===== config.mk =====
export PLATFORM = sky130hd
export DESIGN_NAME = register_bank
export DESIGN_NICKNAME = d
export VERILOG_FILES = /design/src/rtl/register_bank.sv
export SDC_FILE = /design/constraint.sdc
export NUM_CORES = 1
export LEC_CHECK = 0
export CAP_MARGIN = 0
export CORE_MARGIN = 2
export CORE_UTILIZATION = 31
export DETAILED_ROUTE_END_ITERATION = 10
export PLACE_DENSITY_LB_ADDON = 0.05
export SETUP_SLACK_MARGIN = 0.1
export SYNTH_ARGS = -nofsm -noshare
export SYNTH_HDL_FRONTEND = slang
export SYNTH_SLANG_ARGS = --single-unit

===== constraint.sdc =====
create_clock -name clk -period 11.7 [get_ports clk]
set_input_delay 3.51 -clock clk [delete_from_list [all_inputs] [get_ports clk]]
set_output_delay 3.51 -clock clk [all_outputs]
set_load 0.1 [all_outputs]

===== src/rtl/register_bank.sv =====
// Bank of NUM_REGS registers with one write/inc/dec/clear op per cycle,
// two combinational read ports and registered zero/carry/op_done status.
module register_bank #(
  parameter int WIDTH = 16,
  parameter int NUM_REGS = 8,
  parameter int ADDR_W = 3,
  parameter int SATURATE = 0,
  parameter logic [WIDTH-1:0] RESET_VAL = '0
) (
  input  logic              clk,
  input  logic              rst_en,
  input  logic [ADDR_W-1:0] op_addr,
  input  logic              clr_en,
  input  logic              write_en,
  input  logic              inc_en,
  input  logic              dec_en,
  input  logic [WIDTH-1:0]  data_in,
  input  logic [ADDR_W-1:0] rd_addr_a,
  input  logic [ADDR_W-1:0] rd_addr_b,
  output logic [WIDTH-1:0]  data_out_a,
  output logic [WIDTH-1:0]  data_out_b,
  output logic              zero_flag,
  output logic              carry_flag,
  output logic              op_done
);

  localparam logic [WIDTH-1:0] ALL_ONES = '1;
  localparam logic [WIDTH-1:0] ONE = WIDTH'(1);

  logic [WIDTH-1:0] regs [NUM_REGS];
  logic [WIDTH-1:0] cur_val;
  logic [WIDTH-1:0] new_val;
  logic             new_carry;
  logic             op_valid;

  assign cur_val  = regs[op_addr];
  assign op_valid = clr_en | write_en | inc_en | dec_en;

  // Priority clr > write > inc > dec; the overflow/underflow boundary
  // either wraps or holds depending on SATURATE, and flags carry in both.
  always_comb begin
    new_val   = cur_val;
    new_carry = 1'b0;
    if (clr_en) begin
      new_val = '0;
    end else if (write_en) begin
      new_val = data_in;
    end else if (inc_en) begin
      if (cur_val == ALL_ONES) begin
        new_carry = 1'b1;
        new_val   = (SATURATE != 0) ? ALL_ONES : '0;
      end else begin
        new_val = cur_val + ONE;
      end
    end else if (dec_en) begin
      if (cur_val == '0) begin
        new_carry = 1'b1;
        new_val   = (SATURATE != 0) ? '0 : ALL_ONES;
      end else begin
        new_val = cur_val - ONE;
      end
    end
  end

  always_ff @(posedge clk or posedge rst_en) begin
    if (rst_en) begin
      for (int i = 0; i < NUM_REGS; i++) begin
        regs[i] <= RESET_VAL;
      end
      zero_flag  <= (RESET_VAL == '0);
      carry_flag <= 1'b0;
      op_done    <= 1'b0;
    end else begin
      op_done <= op_valid;
      if (op_valid) begin
        regs[op_addr] <= new_val;
        zero_flag     <= (new_val == '0);
        carry_flag    <= new_carry;
      end
    end
  end

  // No bypass: reads see the stored contents until the op's edge.
  assign data_out_a = regs[rd_addr_a];
  assign data_out_b = regs[rd_addr_b];

endmodule


==> summary.txt <==
Status
  – Outcome: completed

Routing
  – Drt initial violations: approximately 450
  – Pre-antenna DRT Iters: 7
  – Wirelength per Cell: 25.0 um
  – Vias per inst: 5.60
  – Post-DRT Antenna Nets: 0
  – DRC viols: 0
  – Routed WL: 30,700 um
  – Via count: 6,886

Clocking
  – Worst-path clk slew: ~0.060 ns
  – CTS Sinks: 131
  – Worst-case clock buffer depth: 2
  – Inserted Clock Buffers: 17
  – # resized after CTS: 0
  – CTS tree: built
  – Hold buffers post-CTS: 0
  – Depth of the CTS H-tree: 4
  – CTS Root Cell: clkbuf_16
  – Clk_lat worst skew: 0.43 ns
  – Postcts setup bufs: 0

Worst setup path
  – Worst Setup End Kind: primary output
  – Crit-path max FO: 23
  – CP Launch Type: input port
  – CP required: 8.19 ns
  – R2r worst-path depth: 10
  – CP arrival: 6.35 ns
  – CP Class: input port to primary output

Flow run
  – Max Cap Viol: 0

STA
  – Pins Over Slew Limit: 0
  – RSZ-0062 raised after global routing: false
  – # setup viols final: 0
  – Max_slew headroom: 7.48%
  – Worst setup margin: about 1.8 ns
  – Hold Slack: 0.494 ns
  – Final min period: 9.86 ns
  – Skew final: 0.0167 ns
  – Least-Margin Pin Slew: 1.39 ns
  – Crit share post-route: 84.2%
  – Fmax: 101 MHz
  – Final Hold Viols: 0
  – Final TNS setup: 0 ns

GRT
  – First-pass GRT wire length: between 40,000 and 50,000 um
  – Total gr overflow: 0
  – Largest net degree at the start of global routing: 71
  – Initial antenna violation count: 0
  – Vias in the first global route: between 7,000 and 8,000
  – GR Util All Layers: 20.6%

Place
  – Pre-CTS WS: 1.77 ns
  – Placer Congestion: 0.860
  – Placement Cell Area: between 9000 and 10,000 um^2
  – Count of buffers from port buffering: 65
  – Detail Placement HPWL: between 20,000 and 25,000 um

Power
  – Pint: 0.00116 W
  – Total leakage power: 4.04 nW
  – Sw power: 0.000828 W
  – Combinational power share: 40.8%
  – Switching share of power: about two fifths
  – PwrDens: 188 nW/um^2
  – Max VDD drop: 0.0000921 V
  – Clock power share: 26.7%
  – Sequential power share: 32.5%

Logic synthesis
  – Cells after Synth: 786
  – Mux cell area share after synthesis: between 30 and 40%
  – Post-synth EDFFs: 0
  – Top cells by count, synth: 130 x dfrtp_1, 108 x nor2_1, 102 x a21oi_1, 81 x mux4_2, 70 x mux2_2
  – Syn avg cell area: 11.4 um^2
  – Synth Flop Type: dfrtp_1
  – Simple-gate share of the synthesized area: 12.5%
  – Synth Area in Compound Gates: approximately a tenth
  – FF+latch count, synth: 131
  – Sequential area share after synthesis: between 30 and 40%
  – Synth top area cells: dfrtp_1 36%, mux4_2 20%, mux2_2 8.8%
  – Synthesized area: 8980 um^2
  – Share of the synthesized area in the top cell type: 36.2%
  – Async SR Flop Fraction: 100%
  – Ys Warns: 0
  – Top-count cell post-synth: dfrtp_1
  – Post-synthesis adder-cell area fraction: 0.418%
  – Largest family of logic cells by synthesized area: multiplexers
  – Cell taking the most area after synthesis: dfrtp_1
  – Syn_nets: 820
  – Unique masters post-synth: 78
  – XOR/XNOR Fraction of Synth Area: 2.15%

Min path
  – Hold crit path type: flop to flop
  – Cell count of the worst hold path: 2

Finish
  – Design area: around 11,000 um^2
  – P&R area growth vs syn: 17.5%
  – Layout cells sized above 1: between 20% and 30%
  – # diodes: 0
  – # nets final: roughly 870
  – # fillers: 2,783
  – Post-layout util: 36.8%

Floorplan
  – I/O pin cnt: 66
  – Rows: 62
  – Core Region: 28,600 um^2
  – Starting density of the core: 31.4%
  – Die Y: 174 um
  – Die Wd: 174 um
  – DIE AREA: just over 30,000 um^2
==> through the flow <==
step / power (W) / cells
after floorplan: 0.00125 / 786
after global placement: 0.00145 / 1197
after detailed placement: 0.00146 / 1197
after CTS: 0.00200 / 1229
after global routing: 0.00208 / 1229
final: 0.00199 / 1229
==> cell usage in the layout, fill, tap and decap left out, types with 5 or more instances in the layout <==
cell,synthesis,final
nand2b_1,6,6
buf_4,2,18
nor3_1,7,5
xor2_1,8,8
clkbuf_16,0,17
a21oi_1,102,102
nand3_1,13,13
xnor2_1,14,14
mux4_1,5,5
nand2_1,30,30
mux4_2,81,81
inv_1,19,18
nand4_1,6,6
dfrtp_1,130,130
a221oi_1,9,9
inv_6,0,6
clkdlybuf4s50_1,0,58
and3_1,7,7
mux2_2,70,70
nor2_1,108,102
buf_2,3,7
mux2i_1,20,20
==> sequential cells by signal, indices dropped and copies added (netlist names) <==
register and flops:
carry_flag 1, zero_flag 1, op_done 1, regs 128
==> worst max-delay path, stage by stage <==
cell and delay, ns:
buf_2 0.67, buf_4 0.37, mux4_2 0.53, mux2_2 0.27, clkdlybuf4s50_1 0.97
==> routing by layer <==
layer  GRT usage, %  vias to the layer above  part of all wire, %
met4           7.60                        0                  2.9
met2           33.9                      203                   48
met3           2.95                       49                  3.8
met1           27.8                     3557                   45
met5              0                        -                    0
li1               -                     3077                    -
==> final timing paths <==
kind / start / end / slack, ns
worst min-delay path: zero_flag$_DFFE_PP1P_ / zero_flag$_DFFE_PP1P_ / 0.49
min in group asynchronous: rst_en / regs[9]$_DFFE_PP0P_ / 3.58
max in group asynchronous: rst_en / regs[81]$_DFFE_PP0P_ / 6.64
worst max-delay path: rd_addr_b[0] / data_out_b[4] / 1.84
worst max register to register: regs[25]$_DFFE_PP0P_ / zero_flag$_DFFE_PP1P_ / 7.24
worst min register to register: zero_flag$_DFFE_PP1P_ / zero_flag$_DFFE_PP1P_ / 0.49
==> power by group through the flow <==
stage / registers, W / clock network, W / logic, W
2_1_floorplan: 0.000614 / 0 / 0.000634
3_3_place_gp: 0.000646 / 0 / 0.000803
3_5_place_dp: 0.000651 / 0 / 0.000810
4_1_cts: 0.000644 / 0.000543 / 0.000812
5_1_grt: 0.000660 / 0.000562 / 0.000856
6_report: 0.000646 / 0.000531 / 0.000810
==> cell type report <==
cell class	instances	area, um^2	area share [%]
Clock buffer	18	439	4.16
Clock inverter	14	140	1.33
Inverter	22	87.6	0.830
Multi-Input combinational cell	577	5370	50.9
Sequential cell	131	3280	31.1
Tap cell	384	480	4.56
Timing Repair Buffer	83	751	7.12
==> kinds of logic (layout without fill, tap and decap cells) <==
family / Yosys count / after routing
AO/OA/AOI/OAI: 150 / 150
XOR/XNOR: 22 / 22
adder cells (fa/ha/maj): 3 / 3
buffers and inverters: 78 / 137
flip-flops: 131 / 131
multiplexers: 181 / 181
AND/OR/NAND/NOR: 221 / 221
(Power assumes the default switching activity.)
